`config.mk`:
```
export PLATFORM = sky130hd
export DESIGN_NAME = cache_miss_ctrl_flat
export DESIGN_NICKNAME = d
export VERILOG_FILES = /design/src/rtl/cache_miss_ctrl_if.sv /design/src/rtl/cache_miss_ctrl.sv /design/src/flat_wrapper.sv
export SDC_FILE = /design/constraint.sdc
export NUM_CORES = 1
export LEC_CHECK = 0
export CORE_AREA = 2 2 95 97
export CTS_CLUSTER_SIZE = 24
export DETAILED_ROUTE_END_ITERATION = 12
export DIE_AREA = 0 0 97 99
export GPL_TIMING_DRIVEN = 0
export HOLD_SLACK_MARGIN = 0.08
export PLACE_DENSITY = 0.78
export SYNTH_ARGS = -nofsm -noshare
export SYNTH_HDL_FRONTEND = slang
export SYNTH_SLANG_ARGS = --single-unit
export TNS_END_PERCENT = 1
```
`constraint.sdc`:
```
create_clock -name clk -period 3.35 [get_ports clk]
set_input_delay 0.67 -clock clk [delete_from_list [all_inputs] [get_ports clk]]
set_output_delay 0.67 -clock clk [all_outputs]
set_load 0.02 [all_outputs]
```
`src/rtl/cache_miss_ctrl_if.sv`:
```
// Bundle of every signal between the cache miss controller, the CPU/cache side
// and main memory.
//   cpu_rd, cpu_wr, cpu_addr : load/store request from the pipeline
//   stall, hit               : request status back to the pipeline
//   cache_idx, cache_we,
//   cache_fill               : data-array line select and write strobes
//   mm_rd, mm_wr, mm_addr,
//   mm_ack                   : main-memory request/acknowledge
//   hit_cnt, miss_cnt        : saturating statistics
//   state_dbg                : controller state (0 IDLE, 1 WB, 2 FILL)
// The controller binds to the slave modport; the requester/memory side binds
// to the master modport.
interface cache_miss_ctrl_if #(
  parameter int ADDR_W  = 8,
  parameter int INDEX_W = 3,
  parameter int CNT_W   = 8
);
  logic               cpu_rd;
  logic               cpu_wr;
  logic [ADDR_W-1:0]  cpu_addr;
  logic               stall;
  logic               hit;
  logic [INDEX_W-1:0] cache_idx;
  logic               cache_we;
  logic               cache_fill;
  logic               mm_rd;
  logic               mm_wr;
  logic [ADDR_W-1:0]  mm_addr;
  logic               mm_ack;
  logic [CNT_W-1:0]   hit_cnt;
  logic [CNT_W-1:0]   miss_cnt;
  logic [1:0]         state_dbg;

  modport slave (
    input  cpu_rd, cpu_wr, cpu_addr, mm_ack,
    output stall, hit, cache_idx, cache_we, cache_fill,
           mm_rd, mm_wr, mm_addr, hit_cnt, miss_cnt, state_dbg
  );

  modport master (
    output cpu_rd, cpu_wr, cpu_addr, mm_ack,
    input  stall, hit, cache_idx, cache_we, cache_fill,
           mm_rd, mm_wr, mm_addr, hit_cnt, miss_cnt, state_dbg
  );
endinterface

```
`src/rtl/cache_miss_ctrl.sv`:
```
// Miss controller for a direct-mapped, write-back, one-byte-per-line data
// cache. Keeps tag/valid/dirty per line, resolves hits combinationally, and on
// a miss stalls the pipeline while it writes back a dirty victim (WB) and then
// refills the line from main memory (FILL). The CPU re-presents the stalled
// request after the refill; that retry hits but is not counted as a hit.
// Ports:
//   clk  : rising-edge clock
//   rst  : asynchronous active-high reset
//   bus  : cache_miss_ctrl_if.slave (CPU request, cache strobes, MM handshake,
//          statistics, state_dbg)
// MM handshake: mm_rd/mm_wr stay high with mm_addr stable until mm_ack is
// seen high on a rising edge; mm_ack is a one-cycle pulse and is ignored
// unless a request is outstanding.
module cache_miss_ctrl #(
  parameter int ADDR_W  = 8,
  parameter int INDEX_W = 3,
  parameter int CNT_W   = 8
) (
  input  logic             clk,
  input  logic             rst,
  cache_miss_ctrl_if.slave bus
);
  localparam int LINES = 1 << INDEX_W;
  localparam int TAG_W = ADDR_W - INDEX_W;

  typedef enum logic [1:0] {
    IDLE = 2'd0,
    WB   = 2'd1,
    FILL = 2'd2
  } state_e;

  state_e              state_q, state_d;
  logic [LINES-1:0]    valid_q, valid_d;
  logic [LINES-1:0]    dirty_q, dirty_d;
  logic [TAG_W-1:0]    tag_ram_q [LINES];
  logic [TAG_W-1:0]    tag_ram_d [LINES];
  logic [ADDR_W-1:0]   req_addr_q, req_addr_d;
  logic [ADDR_W-1:0]   mm_addr_q, mm_addr_d;
  logic                mm_rd_q, mm_rd_d;
  logic                mm_wr_q, mm_wr_d;
  logic                retry_q, retry_d;
  logic [CNT_W-1:0]    hit_cnt_q, hit_cnt_d;
  logic [CNT_W-1:0]    miss_cnt_q, miss_cnt_d;

  logic [TAG_W-1:0]    cpu_tag, req_tag;
  logic [INDEX_W-1:0]  cpu_idx, req_idx;
  logic                req, lookup_hit;
  logic                stall, hit, cache_we, cache_fill;

  assign cpu_tag    = bus.cpu_addr[ADDR_W-1:INDEX_W];
  assign cpu_idx    = bus.cpu_addr[INDEX_W-1:0];
  assign req_tag    = req_addr_q[ADDR_W-1:INDEX_W];
  assign req_idx    = req_addr_q[INDEX_W-1:0];
  assign req        = bus.cpu_rd | bus.cpu_wr;
  assign lookup_hit = valid_q[cpu_idx] & (tag_ram_q[cpu_idx] == cpu_tag);

  always_comb begin
    state_d    = state_q;
    valid_d    = valid_q;
    dirty_d    = dirty_q;
    tag_ram_d  = tag_ram_q;
    req_addr_d = req_addr_q;
    mm_addr_d  = mm_addr_q;
    mm_rd_d    = mm_rd_q;
    mm_wr_d    = mm_wr_q;
    retry_d    = retry_q;
    hit_cnt_d  = hit_cnt_q;
    miss_cnt_d = miss_cnt_q;
    stall      = 1'b0;
    hit        = 1'b0;
    cache_we   = 1'b0;
    cache_fill = 1'b0;

    case (state_q)
      IDLE: begin
        // The retry window is exactly the first IDLE cycle after a refill.
        retry_d = 1'b0;
        if (req) begin
          if (lookup_hit) begin
            hit = 1'b1;
            // A simultaneous load+store is handled as a store.
            if (bus.cpu_wr) begin
              cache_we         = 1'b1;
              dirty_d[cpu_idx] = 1'b1;
            end
            if (!retry_q && (hit_cnt_q != '1)) begin
              hit_cnt_d = hit_cnt_q + CNT_W'(1);
            end
          end else begin
            stall      = 1'b1;
            req_addr_d = bus.cpu_addr;
            if (miss_cnt_q != '1) begin
              miss_cnt_d = miss_cnt_q + CNT_W'(1);
            end
            if (valid_q[cpu_idx] && dirty_q[cpu_idx]) begin
              state_d   = WB;
              mm_wr_d   = 1'b1;
              mm_addr_d = {tag_ram_q[cpu_idx], cpu_idx};
            end else begin
              state_d   = FILL;
              mm_rd_d   = 1'b1;
              mm_addr_d = bus.cpu_addr;
            end
          end
        end
      end

      WB: begin
        stall = 1'b1;
        if (bus.mm_ack) begin
          // mm_wr falls on the same edge mm_rd rises, so they never overlap.
          state_d   = FILL;
          mm_wr_d   = 1'b0;
          mm_rd_d   = 1'b1;
          mm_addr_d = req_addr_q;
        end
      end

      FILL: begin
        stall = 1'b1;
        if (bus.mm_ack) begin
          cache_fill         = 1'b1;
          tag_ram_d[req_idx] = req_tag;
          valid_d[req_idx]   = 1'b1;
          dirty_d[req_idx]   = 1'b0;
          retry_d            = 1'b1;
          mm_rd_d            = 1'b0;
          state_d            = IDLE;
        end
      end

      default: begin
        state_d = IDLE;
        mm_rd_d = 1'b0;
        mm_wr_d = 1'b0;
      end
    endcase
  end

  always_ff @(posedge clk or posedge rst) begin
    if (rst) begin
      state_q    <= IDLE;
      valid_q    <= '0;
      dirty_q    <= '0;
      for (int i = 0; i < LINES; i++) begin
        tag_ram_q[i] <= '0;
      end
      req_addr_q <= '0;
      mm_addr_q  <= '0;
      mm_rd_q    <= 1'b0;
      mm_wr_q    <= 1'b0;
      retry_q    <= 1'b0;
      hit_cnt_q  <= '0;
      miss_cnt_q <= '0;
    end else begin
      state_q    <= state_d;
      valid_q    <= valid_d;
      dirty_q    <= dirty_d;
      tag_ram_q  <= tag_ram_d;
      req_addr_q <= req_addr_d;
      mm_addr_q  <= mm_addr_d;
      mm_rd_q    <= mm_rd_d;
      mm_wr_q    <= mm_wr_d;
      retry_q    <= retry_d;
      hit_cnt_q  <= hit_cnt_d;
      miss_cnt_q <= miss_cnt_d;
    end
  end

  // While stalled the data array is addressed from the latched request, so a
  // wandering cpu_addr cannot misdirect the refill write.
  assign bus.cache_idx  = (state_q == IDLE) ? cpu_idx : req_idx;
  assign bus.stall      = stall;
  assign bus.hit        = hit;
  assign bus.cache_we   = cache_we;
  assign bus.cache_fill = cache_fill;
  assign bus.mm_rd      = mm_rd_q;
  assign bus.mm_wr      = mm_wr_q;
  assign bus.mm_addr    = mm_addr_q;
  assign bus.hit_cnt    = hit_cnt_q;
  assign bus.miss_cnt   = miss_cnt_q;
  assign bus.state_dbg  = state_q;
endmodule

```
`src/flat_wrapper.sv`:
```
// flat-port wrapper written by rule: the top's interface ports become plain ports
module cache_miss_ctrl_flat 
#(
  parameter int ADDR_W  = 8,
  parameter int INDEX_W = 3,
  parameter int CNT_W   = 8
)
  (clk, rst, bus_cpu_rd, bus_cpu_wr, bus_cpu_addr, bus_mm_ack, bus_stall, bus_hit, bus_cache_idx, bus_cache_we, bus_cache_fill, bus_mm_rd, bus_mm_wr, bus_mm_addr, bus_hit_cnt, bus_miss_cnt, bus_state_dbg);
  cache_miss_ctrl_if #(.ADDR_W(ADDR_W), .INDEX_W(INDEX_W), .CNT_W(CNT_W)) bus_i ();
  input  logic clk;
  input  logic rst;
  input wire logic [$bits(bus_i.cpu_rd)-1:0] bus_cpu_rd;
  input wire logic [$bits(bus_i.cpu_wr)-1:0] bus_cpu_wr;
  input wire logic [$bits(bus_i.cpu_addr)-1:0] bus_cpu_addr;
  input wire logic [$bits(bus_i.mm_ack)-1:0] bus_mm_ack;
  output wire logic [$bits(bus_i.stall)-1:0] bus_stall;
  output wire logic [$bits(bus_i.hit)-1:0] bus_hit;
  output wire logic [$bits(bus_i.cache_idx)-1:0] bus_cache_idx;
  output wire logic [$bits(bus_i.cache_we)-1:0] bus_cache_we;
  output wire logic [$bits(bus_i.cache_fill)-1:0] bus_cache_fill;
  output wire logic [$bits(bus_i.mm_rd)-1:0] bus_mm_rd;
  output wire logic [$bits(bus_i.mm_wr)-1:0] bus_mm_wr;
  output wire logic [$bits(bus_i.mm_addr)-1:0] bus_mm_addr;
  output wire logic [$bits(bus_i.hit_cnt)-1:0] bus_hit_cnt;
  output wire logic [$bits(bus_i.miss_cnt)-1:0] bus_miss_cnt;
  output wire logic [$bits(bus_i.state_dbg)-1:0] bus_state_dbg;
  assign bus_i.cpu_rd = bus_cpu_rd;
  assign bus_i.cpu_wr = bus_cpu_wr;
  assign bus_i.cpu_addr = bus_cpu_addr;
  assign bus_i.mm_ack = bus_mm_ack;
  assign bus_stall = bus_i.stall;
  assign bus_hit = bus_i.hit;
  assign bus_cache_idx = bus_i.cache_idx;
  assign bus_cache_we = bus_i.cache_we;
  assign bus_cache_fill = bus_i.cache_fill;
  assign bus_mm_rd = bus_i.mm_rd;
  assign bus_mm_wr = bus_i.mm_wr;
  assign bus_mm_addr = bus_i.mm_addr;
  assign bus_hit_cnt = bus_i.hit_cnt;
  assign bus_miss_cnt = bus_i.miss_cnt;
  assign bus_state_dbg = bus_i.state_dbg;
  cache_miss_ctrl #(.ADDR_W(ADDR_W), .INDEX_W(INDEX_W), .CNT_W(CNT_W)) u_core (.clk(clk), .rst(rst), .bus(bus_i));
endmodule
```
# Word-level counts from Yosys, hierarchy flattened

Cells that the tools add are included.
W data, S select, Z words.

Bits in registers: 93
Output and inout port bits: 35
Word-level logic and storage cells: 124

Add/sub/neg operators: 2
Order comparisons: 7
Eq/ne operators: 13
Mux-type cells: 54
Bitwise logic cells: 10
Reductions and logical operators: 20

Operators by type and width:

| operator              | number |
|---|---|
| $mux W8               | 8 |
| $bwmux W40            | 1 |
| $pmux W8 S2           | 2 |
| $mux W1               | 23 |
| $add A8 B1 Y8 const B | 2 |
| $ne A8 B8 Y1 const B  | 2 |
| $or A8 B8 Y8          | 2 |
| $reduce_and A4 Y1     | 4 |
| $bmux W5 S3           | 1 |
| $demux W5 S3          | 1 |
| $mux W5               | 3 |
| $reduce_and A5 Y1     | 3 |
| $mux W2               | 5 |
| $ne A2 B2 Y1 const B  | 5 |
| $and A8 B8 Y8         | 1 |
| $ge A4 B4 Y1 const B  | 2 |
| $lt A3 B4 Y1 const B  | 2 |
| $not A3 Y4            | 2 |
| $not A8 Y8            | 1 |
| $bmux W1 S3           | 2 |
| $demux W1 S3          | 2 |
| $ge A3 B1 Y1 const B  | 2 |
| $ne A2 B1 Y1 const B  | 3 |
| $pmux W1 S3           | 2 |
| other kinds (17)      | 25 |

# Longest topological paths before layout

Gate-level depths: netlist of the first run.

Word-level depth: 9
Mapped depth: 11
Depth with buffers taken out: 9

# Worst setup path before layout of the first run

Ideal clock, no wire load.

Path kind: in2out
Start: input bus_cpu_addr[2]
End: output bus_stall
Data arrival time: 2.594 ns
Data required time: 2.680 ns
Setup slack: 0.086 ns
Cell stages on the path: 10
Path buffers: 3
Path through: buf_4 buf_6 mux2i_1 mux4_2 xnor2_1 a211oi_2 a21oi_4 buf_6 nor2_1 nor2_1

Longest elaborated chain between the ends: 9

RTL lines:

| what                                       | RTL line              | source |
|---|---|---|
| from (decl)                                | flat_wrapper.sv:14    | `input wire logic [$bits(bus_i.cpu_addr)-1:0] bus_cpu_addr;` |
| $not A3 Y4 (implied by the code)           | cache_miss_ctrl.sv:55 | `assign lookup_hit = valid_q[cpu_idx] & (tag_ram_q[cpu_idx] == cpu_tag);` |
| $bmux W5 S3                                | cache_miss_ctrl.sv:55 |  |
| $mux W5 (implied by the code) (2 in a row) | cache_miss_ctrl.sv:55 |  |
| $eq A5 B5 Y1                               | cache_miss_ctrl.sv:55 |  |
| $and A1 B1 Y1 *                            | cache_miss_ctrl.sv:55 |  |
| $mux W1 *                                  | cache_miss_ctrl.sv:79 | `if (lookup_hit) begin` |
| $mux W1 *                                  | cache_miss_ctrl.sv:78 | `if (req) begin` |
| $pmux W1 S2 *                              | cache_miss_ctrl.sv:74 | `case (state_q)` |
| to (decl)                                  | flat_wrapper.sv:16    | `output wire logic [$bits(bus_i.stall)-1:0] bus_stall;` |

Every way passes the cells marked *; elsewhere a longest branch is shown, timed or not. The select of a mux whose other input is x is not followed.

# Worst setup path after layout of the first run

Start: input bus_cpu_addr[2]
End: output bus_cache_we

Longest elaborated chain between the ends: 9

RTL lines:

| what                                       | RTL line              | source |
|---|---|---|
| $not A3 Y4 (implied by the code)           | cache_miss_ctrl.sv:55 |  |
| $bmux W5 S3                                | cache_miss_ctrl.sv:55 |  |
| $mux W5 (implied by the code) (2 in a row) | cache_miss_ctrl.sv:55 |  |
| $eq A5 B5 Y1                               | cache_miss_ctrl.sv:55 |  |
| $and A1 B1 Y1 *                            | cache_miss_ctrl.sv:55 |  |
| $mux W1 *                                  | cache_miss_ctrl.sv:79 |  |
| $mux W1 *                                  | cache_miss_ctrl.sv:78 |  |
| $mux W1 *                                  | cache_miss_ctrl.sv:74 |  |
| to (decl)                                  | flat_wrapper.sv:19    | `output wire logic [$bits(bus_i.cache_we)-1:0] bus_cache_we;` |

Marked as above.

==> flow_summary.toml, run 1 <==
[worst_setup_path]
start_kind = "primary input"
reg2reg_from = "u_core.bus.state_dbg[0]"
critPathKind = "primary input to output port"
cp-end-kind = "output port"
cp_slowest_cell = "mux4_2"
cp_cell_sequence = "buf_4 -> buf_12 -> mux2i_1 -> mux4_2 -> xnor2_2 -> a211o_1 -> nor2_4 -> and3_1 -> clkdlybuf4s15_2"
cp.required_ns = 2.68
max_stage_delay_ns = 0.52
r2r-end = "u_core.tag_ram_q[13]"
crit_arrival_ns = 2.74
regToRegSetupSlack_ns = 0.17
crit_fanout = 7
r2r_cells = 8

[clock_network]
insertion_delay_ns = 0.37
cts_buffers = 9
hold_buffers = 0
clk_pin_slew_worst_paths_ns = 0.08
cts_sinks = 93
cts.htree.levels = 3
clockBufferDepth = 2
cts_tree = "built"
clock-root-buffer = "clkbuf_8"

[routing]
drtPass1Iterations = 4
num_vias = 3423
drt-vias-per-instance = 5.995
ant_nets = 0
post_drt_wl_per_cell_um = 19.71
drc_errors = 0
drtIter0Drc = 299
wirelength_um = 11250

[pwr]
p_switching_mw = 1.787
power_frac_comb_pct = 45.5
p_per_area_mw_per_mm2 = 834.2
p_clk_share_pct = 15.6
p_leak_nw = 2.437
peakVddDrop_v = 0.0004479
p_sw_share_pct = 37.42
internal_power_mw = 2.990
power_frac_seq_pct = 38.9

[outcome]
outcome = "complete, but fails checks"
violations = "setup timing"

[finish]
fin_nets = 478
drive_gt1_share_pct = 27.00
multi_input_area_mm2 = 0.002295
synthToLayoutAreaGrowth_pct = 21.24
final_util_pct = 66.97
seq_area_mm2 = 0.002327
stdcell_area_mm2 = 0.005727
diodes = 0
nFillCells = 653

[sta]
slew_headroom_pct = 7.956
finalCritPeriodShare_pct = 101.7
skew_ns = 0.01217
rsz0062_at_grt = "true"
fin_ws_ns = -0.05803
drv_slew = 0
fin_crit_ns = 3.408
setup_viol = 1
finalHoldViolCount = 0
hold_slack_ns = 0.4767
tightest_slew_ns = 1.370
max_freq_mhz = 293.4

[synth]
avgSynthCellArea_um2 = 12.02
netlist_instances = 393
synthTopCellsByCount = "dfrtp_1 (93), mux2_2 (50), nor2_1 (27)"
async_flop_share_pct = 100.0
syn_nets = 412
dominantRegCellSynth = "dfrtp_1"
syn_area_mm2 = 0.004723
synth.most_common_cell = "dfrtp_1"
synth.area.top_cells = "dfrtp_1 (49%), mux2_2 (12%), mux2i_1 (5.1%)"
synthAdderAreaFrac_pct = 1.589
ys_seq_elements = 93
yosysSeqAreaShare_pct = 49.27
synth_mux_area_share_pct = 21.38
ys_warn_count = 0
synth_edf_count = 0
yosysTopAreaCell = "dfrtp_1"
synth_xor_area_share_pct = 2.225
synth_top_area_share_pct = 49.27
yosys.area_share.simple_pct = 10.97
synth_compound_area_share_pct = 10.97
synth_cell_types = 58
synth_top_family_by_area = "multiplexers"

[floorplan]
core_area_mm2 = 0.008551
fp.dieW_um = 97
die_height_um = 99
initial_core_util_pct = 55.24
boundaryPins = 48
rows = 34
die_area_mm2 = 0.009603

[hold_path]
min_to = "u_core.valid_q[1]"
min-delay-start = "u_core.valid_q[1]"
hold_depth = 1
hp-class = "register to register"

[global_routing]
grt_pass1_vias = 3456
grt_overflow = 0
grt_antenna_before_repair = 0
grtUsageTotal_pct = 23.90
grt_max_degree = 70
grt_pass1_wl_um = 18000

[placement]
dp_hpwl_um = 7694
place_area_mm2 = 0.005356
io_buffers = 44
routabilityCongestion = 0.8923

[run]
max-cap-violations = 0
power by group through the flow:
stage               Sequential, mW  Combinational [mW]  Clock, mW
finish                        1.86                2.18      0.743
global route                  1.91                2.33      0.791
CTS                           1.85                2.15      0.748
detailed placement            1.87                2.05          0
global placement              1.84                1.96          0
floorplan                     1.93                1.30          0
cells in the final DEF, fill, tap and decap left out, types with 4 or more instances in the layout:
cell / synthesis / final
o22a_1: 4 / 4
nand3_1: 9 / 9
buf_1: 6 / 6
xor2_1: 6 / 6
a21oi_1: 11 / 11
nand4_1: 4 / 4
mux2_4: 4 / 4
and3_1: 5 / 5
nand2_1: 15 / 15
mux2_2: 50 / 50
or2_2: 7 / 7
a2bb2oi_1: 6 / 6
nor2_1: 27 / 27
mux4_2: 6 / 6
clkbuf_1: 9 / 7
inv_1: 13 / 12
nand2b_1: 8 / 8
mux2i_1: 24 / 21
buf_4: 2 / 12
o31ai_1: 5 / 5
clkbuf_8: 0 / 9
clkdlybuf4s50_1: 0 / 41
o21ai_0: 6 / 5
xnor2_1: 6 / 5
ha_1: 6 / 6
dfrtp_1: 93 / 93
o22ai_1: 8 / 7
logic make-up after synthesis:
group	after synthesis
DFF	93
xor gates and xnor gates	12
and+or+nand+nor	98
buffers and inverters	35
adders and majority gates	6
AOI/OAI and AO/OA	64
muxes	85
layout make-up:
cell class                 instances  share of cell area, %
buffer                            21                  2.622
multi-input combinational        265                  40.07
timing repair buffer              56                  10.12
sequential                        93                  40.64
tap                              108                  2.360
clock inverter                     5                  1.071
clock buffer                      10                  2.229
inverter                          13                 0.8958
state kept, by name, indices dropped and copies added, names as in the netlist, 2 cells and up:
register and cells:
u_core.bus.hit_cnt 8, u_core.bus.state_dbg 2, u_core.valid_q 8, u_core.dirty_q 8, u_core.bus.mm_addr 8, u_core.bus.miss_cnt 8, u_core.req_addr_q 8, u_core.tag_ram_q 40
per-layer routing:
metal | global-route usage [%] | vias to the layer above | wire [um]
li1 | - | 1573 | -
met1 | 34.45 | 1692 | 5126
met2 | 36.16 | 135 | 5165
met3 | 4.326 | 23 | 758
met4 | 9.751 | 0 | 201
met5 | 0 | - | 0
critical path: cells and delay by family:
family	cells	cell delay, ns
mux	2	0.63
buf+inv	3	0.55
simple gates	2	0.37
compound gates	1	0.32
xor+xnor	1	0.18
worst max-delay path by stage:
stage	slack [ns]	cells after the start	startpoint	end
finish	-0.06	9	bus_cpu_addr[2]	bus_cache_we
global route	-0.10	12	bus_cpu_addr[0]	bus_stall
CTS	-0.07	9	bus_cpu_addr[2]	bus_cache_we
detailed placement	-0.78	9	bus_cpu_addr[1]	bus_stall
global placement	-1.05	2	rst	u_core.valid_q[2]
floorplan	0.09	10	bus_cpu_addr[2]	bus_stall
stage by stage:
step                      setup TNS [ns]  cells  setup slack [ns]  power [mW]
after floorplan                        0    393           0.08580       3.227
after global placement           -101.46    545            -1.046       3.800
after detailed placement          -1.974    548           -0.7799       3.915
after CTS                       -0.07368    570          -0.06543       4.742
after global routing             -0.2867    571           -0.1015       5.033
final                           -0.05803    571          -0.05803       4.777
timing repair:
action | 4_1_cts | 5_1_grt
resized for setup | 25 | 6
buffers inserted | 6 | 2
pin swaps | 5 | 1
endpoints found under the setup margin | 6 | 6
cloned | 1 | 0
(Power assumes the default switching activity.)
==> inputs of run 2 (changes only) <==
CORE_AREA = 2 2 92 94   (was 2 2 95 97)
CTS_CLUSTER_DIAMETER = 200   (was default)
DIE_AREA = 0 0 94 96   (was 0 0 97 99)
DONT_BUFFER_PORTS = 1   (was default)
PLACE_DENSITY = 0.77   (was 0.78)
==> run 2 against run 1 <==
The run now ends clean. Sequential share of layout area is 3.8 points higher. Combinational power is 22% lower. Via count is 5.4% lower. Cell count is 9.3% lower. Total power is 4.9% lower. Critical path type unchanged. Critical endpoint is now bus_stall.
==> flow_summary.toml, run 2 (same netlist as run 1, synthesis figures left out) <==
[outcome]
outcome = "finished, final reports clean"

[global_routing]
grt_pass1_vias = 3065
grtUsageTotal_pct = 24.34
grt_overflow = 0
grt_pass1_wl_um = 16520
grt_max_degree = 63
grt_antenna_before_repair = 0

[sta]
finalCritPeriodShare_pct = 99.14
setup_viol = 0
fin_crit_ns = 3.321
slew_headroom_pct = 17.30
max_freq_mhz = 301.1
skew_ns = 0.01206
fin_ws_ns = 0.02886
finalHoldViolCount = 0
tightest_slew_ns = 1.231
hold_slack_ns = 0.1741
drv_slew = 0
rsz0062_at_grt = "true"

[worst_setup_path]
crit_arrival_ns = 2.65
cp.required_ns = 2.68
start_kind = "primary input"
reg2reg_from = "u_core.bus.state_dbg[0]"
regToRegSetupSlack_ns = 0.28
cp_cell_sequence = "buf_4 -> buf_6 -> mux2i_1 -> mux4_2 -> xnor2_2 -> a211oi_4 -> a21oi_4 -> buf_6 -> nor2_2 -> nor2_2"
critPathKind = "primary input to output port"
cp_slowest_cell = "mux4_2"
cp-end-kind = "output port"
max_stage_delay_ns = 0.53
cp_top_family = "multiplexers"
crit_buf_inv = 3
crit_fanout = 10
cp-startpoint = "bus_cpu_addr[2]"

[placement]
dp_worst_setup_slack_ns = -0.3899
dp_hpwl_um = 7137
routabilityCongestion = 0.8232
io_buffers = 0
place_area_mm2 = 0.004905

[floorplan]
die_height_um = 96
rows = 33
core_area_mm2 = 0.008051
initial_core_util_pct = 58.66
die_area_mm2 = 0.009024
fp.dieW_um = 94
boundaryPins = 48

[finish]
multi_input_area_mm2 = 0.002313
top_register = "u_core.tag_ram_q"
drive_gt1_share_pct = 28.57
nFillCells = 623
synthToLayoutAreaGrowth_pct = 10.86
final_common_cell = "dfrtp_1"
stdcell_area_mm2 = 0.005236
seq_area_mm2 = 0.002327
diodes = 0
final_util_pct = 65.04
fin_nets = 427
most-common-layout-cells = "dfrtp_1 (93), mux2_2 (50), nor2_1 (24)"
largest_reg_flops = 40

[pwr]
internal_power_mw = 2.814
power_frac_seq_pct = 44.0
p_leak_nw = 2.237
p_switching_mw = 1.729
p_clk_share_pct = 18.7
p_per_area_mw_per_mm2 = 867.7
peakVddDrop_v = 0.0005986
p_sw_share_pct = 38.06
power_frac_comb_pct = 37.3

[routing]
num_vias = 3238
drc_errors = 0
drt-vias-per-instance = 6.251
post_drt_wl_per_cell_um = 19.92
ant_nets = 0
wirelength_um = 10320
drtIter0Drc = 166
drtPass1Iterations = 5

[clock_network]
hold_buffers = 0
cts.htree.levels = 3
clock-root-buffer = "clkbuf_8"
cts_sinks = 93
clockBufferDepth = 2
cts_buffers = 9
clk_pin_slew_worst_paths_ns = 0.10
insertion_delay_ns = 0.36
cts_tree = "built"

[hold_path]
hp-class = "primary input to asynchronous set/reset pin"

[run]
max-cap-violations = 0
## run 2: power groups by stage
stage               registers, mW  clock network [mW]  logic, mW
floorplan                    1.93                   0       1.30
global placement             1.99                   0       1.54
detailed placement           2.02                   0       1.60
CTS                          2.00               0.860       1.67
global route                 2.06               0.914       1.84
finish                       2.00               0.851       1.69
## run 2: final timing paths
path,end,depth (start not counted)
min reg2reg,u_core.valid_q[7],1
min,u_core.bus.miss_cnt[6],1
min in group clk,u_core.req_addr_q[3],1
max in group asynchronous,u_core.valid_q[3],2
max,bus_stall,10
max reg2reg,u_core.tag_ram_q[20],8
## run 2: per-layer routing
| metal | track usage, % | routed length, um |
|---|---|---|
| met2 | 37.98 | 4840 |
| met3 | 6.500 | 716 |
| met4 | 5.435 | 140 |
| met1 | 34.57 | 4623 |
| met5 | 0 | 0 |
## run 2: per-stage QoR
step | cells | TNS, ns | power, mW
3_3_place_gp | 498 | -58.55 | 3.534
2_1_floorplan | 393 | 0 | 3.227
4_1_cts | 518 | -0.05476 | 4.528
5_1_grt | 518 | -0.05658 | 4.809
3_5_place_dp | 500 | -0.7748 | 3.623
6_report | 518 | 0 | 4.544
## run 2: area by class of cell
cell class | instances | share of cell area [%]
buffer | 22 | 2.509
clock buffer | 10 | 2.628
clock inverter | 6 | 1.792
inverter | 13 | 0.9797
multi-input combinational | 265 | 44.18
sequential | 93 | 44.44
tap | 105 | 2.509
timing repair buffer | 4 | 0.9558
## run 2: timing repair
| action | in CTS | in global routing |
|---|---|---|
| endpoints found under the setup margin | 8 | 9 |
| pin swaps | 3 | 0 |
| resized for setup | 11 | 7 |
| setup buffers | 2 | 0 |
==> inputs of run 3 (changes only) <==
SKIP_CTS_REPAIR_TIMING = 1   (was default)
SLEW_MARGIN = 5   (was default)
==> run 3 against run 2 <==
The flow now finishes with violations (setup timing). Sequential share of layout area is 0.26 points lower. Worst setup slack got worse by 0.032 ns. Wire length is 1.5% higher. Clock power is essentially flat. Global-route usage fell by 0.15 points. Register-to-register slack is essentially flat. Sequential power is essentially flat. Largest power group unchanged. First-iteration DRC count up 31%. Count of clock-buffer cells in the layout is the same. Non-clock buffer count increased by 2.
==> flow_summary.toml, run 3 (same netlist as run 1, synthesis figures left out) <==
[worst_setup_path]
start_kind = "primary input"
cp.required_ns = 2.68
crit_arrival_ns = 2.68
cp-startpoint = "bus_cpu_addr[0]"
cp-end-kind = "output port"
critPathKind = "primary input to output port"
r2r-end = "u_core.tag_ram_q[20]"
regToRegSetupSlack_ns = 0.28
crit_fanout = 10
reg2reg_from = "u_core.bus.state_dbg[0]"
r2r_cells = 8

[floorplan]
initial_core_util_pct = 58.66
die_height_um = 96
die_area_mm2 = 0.009024
core_area_mm2 = 0.008051
rows = 33
boundaryPins = 48
fp.dieW_um = 94

[clock_network]
clockBufferDepth = 2
clk_pin_slew_worst_paths_ns = 0.09
clock-root-buffer = "clkbuf_8"
cts_buffers = 9
cts_tree = "built"
cts_sinks = 93
insertion_delay_ns = 0.36
cts.htree.levels = 3

[sta]
setup-tns-final_ns = -0.002922
finalHoldViolCount = 0
skew_ns = 0.009159
fin_ws_ns = -0.002922
finalCritPeriodShare_pct = 100.1
drv_slew = 0
slew_headroom_pct = 18.60
max_freq_mhz = 298.2
rsz0062_at_grt = "true"
setup_viol = 1
tightest_slew_ns = 1.212
fin_crit_ns = 3.353

[pwr]
power_frac_seq_pct = 43.6
p_per_area_mw_per_mm2 = 871.7
peakVddDrop_v = 0.0006029
p_sw_share_pct = 38.11
p_switching_mw = 1.750
p_leak_nw = 2.255
internal_power_mw = 2.842
p_clk_share_pct = 18.5
power_frac_comb_pct = 38.0
power_mw = 4.592

[routing]
drt-vias-per-instance = 6.296
wirelength_um = 10480
drtPass1Iterations = 5
drtIter0Drc = 218
ant_nets = 0
post_drt_wl_per_cell_um = 20.15
num_vias = 3274
drc_errors = 0

[global_routing]
grt_pass1_vias = 3059
grtUsageTotal_pct = 24.19
grt_overflow = 0
grt_pass1_wl_um = 16410
grt_antenna_before_repair = 0
grt_max_degree = 63

[finish]
final_common_cell = "dfrtp_1"
seq_area_mm2 = 0.002327
stdcell_area_mm2 = 0.005268
most-common-layout-cells = "dfrtp_1 (93), mux2_2 (50), nor2_1 (24)"
synthToLayoutAreaGrowth_pct = 11.52
nFillCells = 612
diodes = 0
multi_input_area_mm2 = 0.002327
top_register = "u_core.tag_ram_q"
drive_gt1_share_pct = 28.92
fin_nets = 429
largest_reg_flops = 40

[outcome]
violations = "setup timing"
outcome = "complete, but fails checks"

[placement]
routabilityCongestion = 0.8232
io_buffers = 0
place_area_mm2 = 0.004905
dp_hpwl_um = 7137

[run]
max-cap-violations = 0

[hold_path]
hp-class = "primary input to asynchronous set/reset pin"
run 3: changes by cell type in the layout (fill, tap and decap cells not counted), sizes merged:
cell and change:
buf +2
run 3: worst max path at each step:
stage	end	slack, ns
6_report	bus_cache_we	-0.003
4_1_cts	bus_stall	-0.40
2_1_floorplan	bus_stall	0.09
3_5_place_dp	bus_stall	-0.39
5_1_grt	bus_stall	-0.07
3_3_place_gp	u_core.valid_q[2]	-0.62
run 3: cell type report:
type	count	share of cell area, %
flip-flops and latches	93	44.18
multi-input cells	265	44.18
clock buffers	10	2.613
repair buffers	6	1.306
plain buffers	22	2.470
clock inverters	6	1.781
well taps	105	2.494
inverters	13	0.9739
run 3: critical path, stage by stage:
cell     delay, ns
buf_6         0.14
buf_8         0.17
mux2i_1       0.23
o22ai_1       0.16
or3_1         0.43
a221o_1       0.43
nor2_4        0.18
and3_2        0.27
run 3: stage by stage:
stage | hold slack, ns | setup WS, ns | std cells | utilization, %
6_report | 0.1714 | -0.002922 | 520 | 65.42
5_1_grt | 0.1891 | -0.07011 | 520 | 65.42
4_1_cts | 0.1776 | -0.3993 | 516 | 63.79
3_5_place_dp | 0.4531 | -0.3899 | 500 | 60.92
3_3_place_gp | 0.4450 | -0.6172 | 498 | 60.30
2_1_floorplan | 0.4295 | 0.08580 | 393 | -
run 3: power groups by stage:
stage                     sequential (mW)  combinational, mW  clock [mW]
after global routing                 2.05               1.89       0.914
after detailed placement             2.02               1.60           0
final                                2.00               1.74       0.848
after floorplan                      1.93               1.30           0
after global placement               1.99               1.54           0
after CTS                            2.00               1.62       0.860
run 3: per-layer routing:
metal / wire, um / up-vias / share of wire, % / GRT usage, %
met2: 5028 / 134 / 48 / 37.44
met4: 155 / 0 / 1.5 / 6.039
li1: - / 1461 / - / -
met3: 670 / 19 / 6.4 / 6.500
met5: 0 / - / 0 / 0
met1: 4622 / 1660 / 44 / 34.31
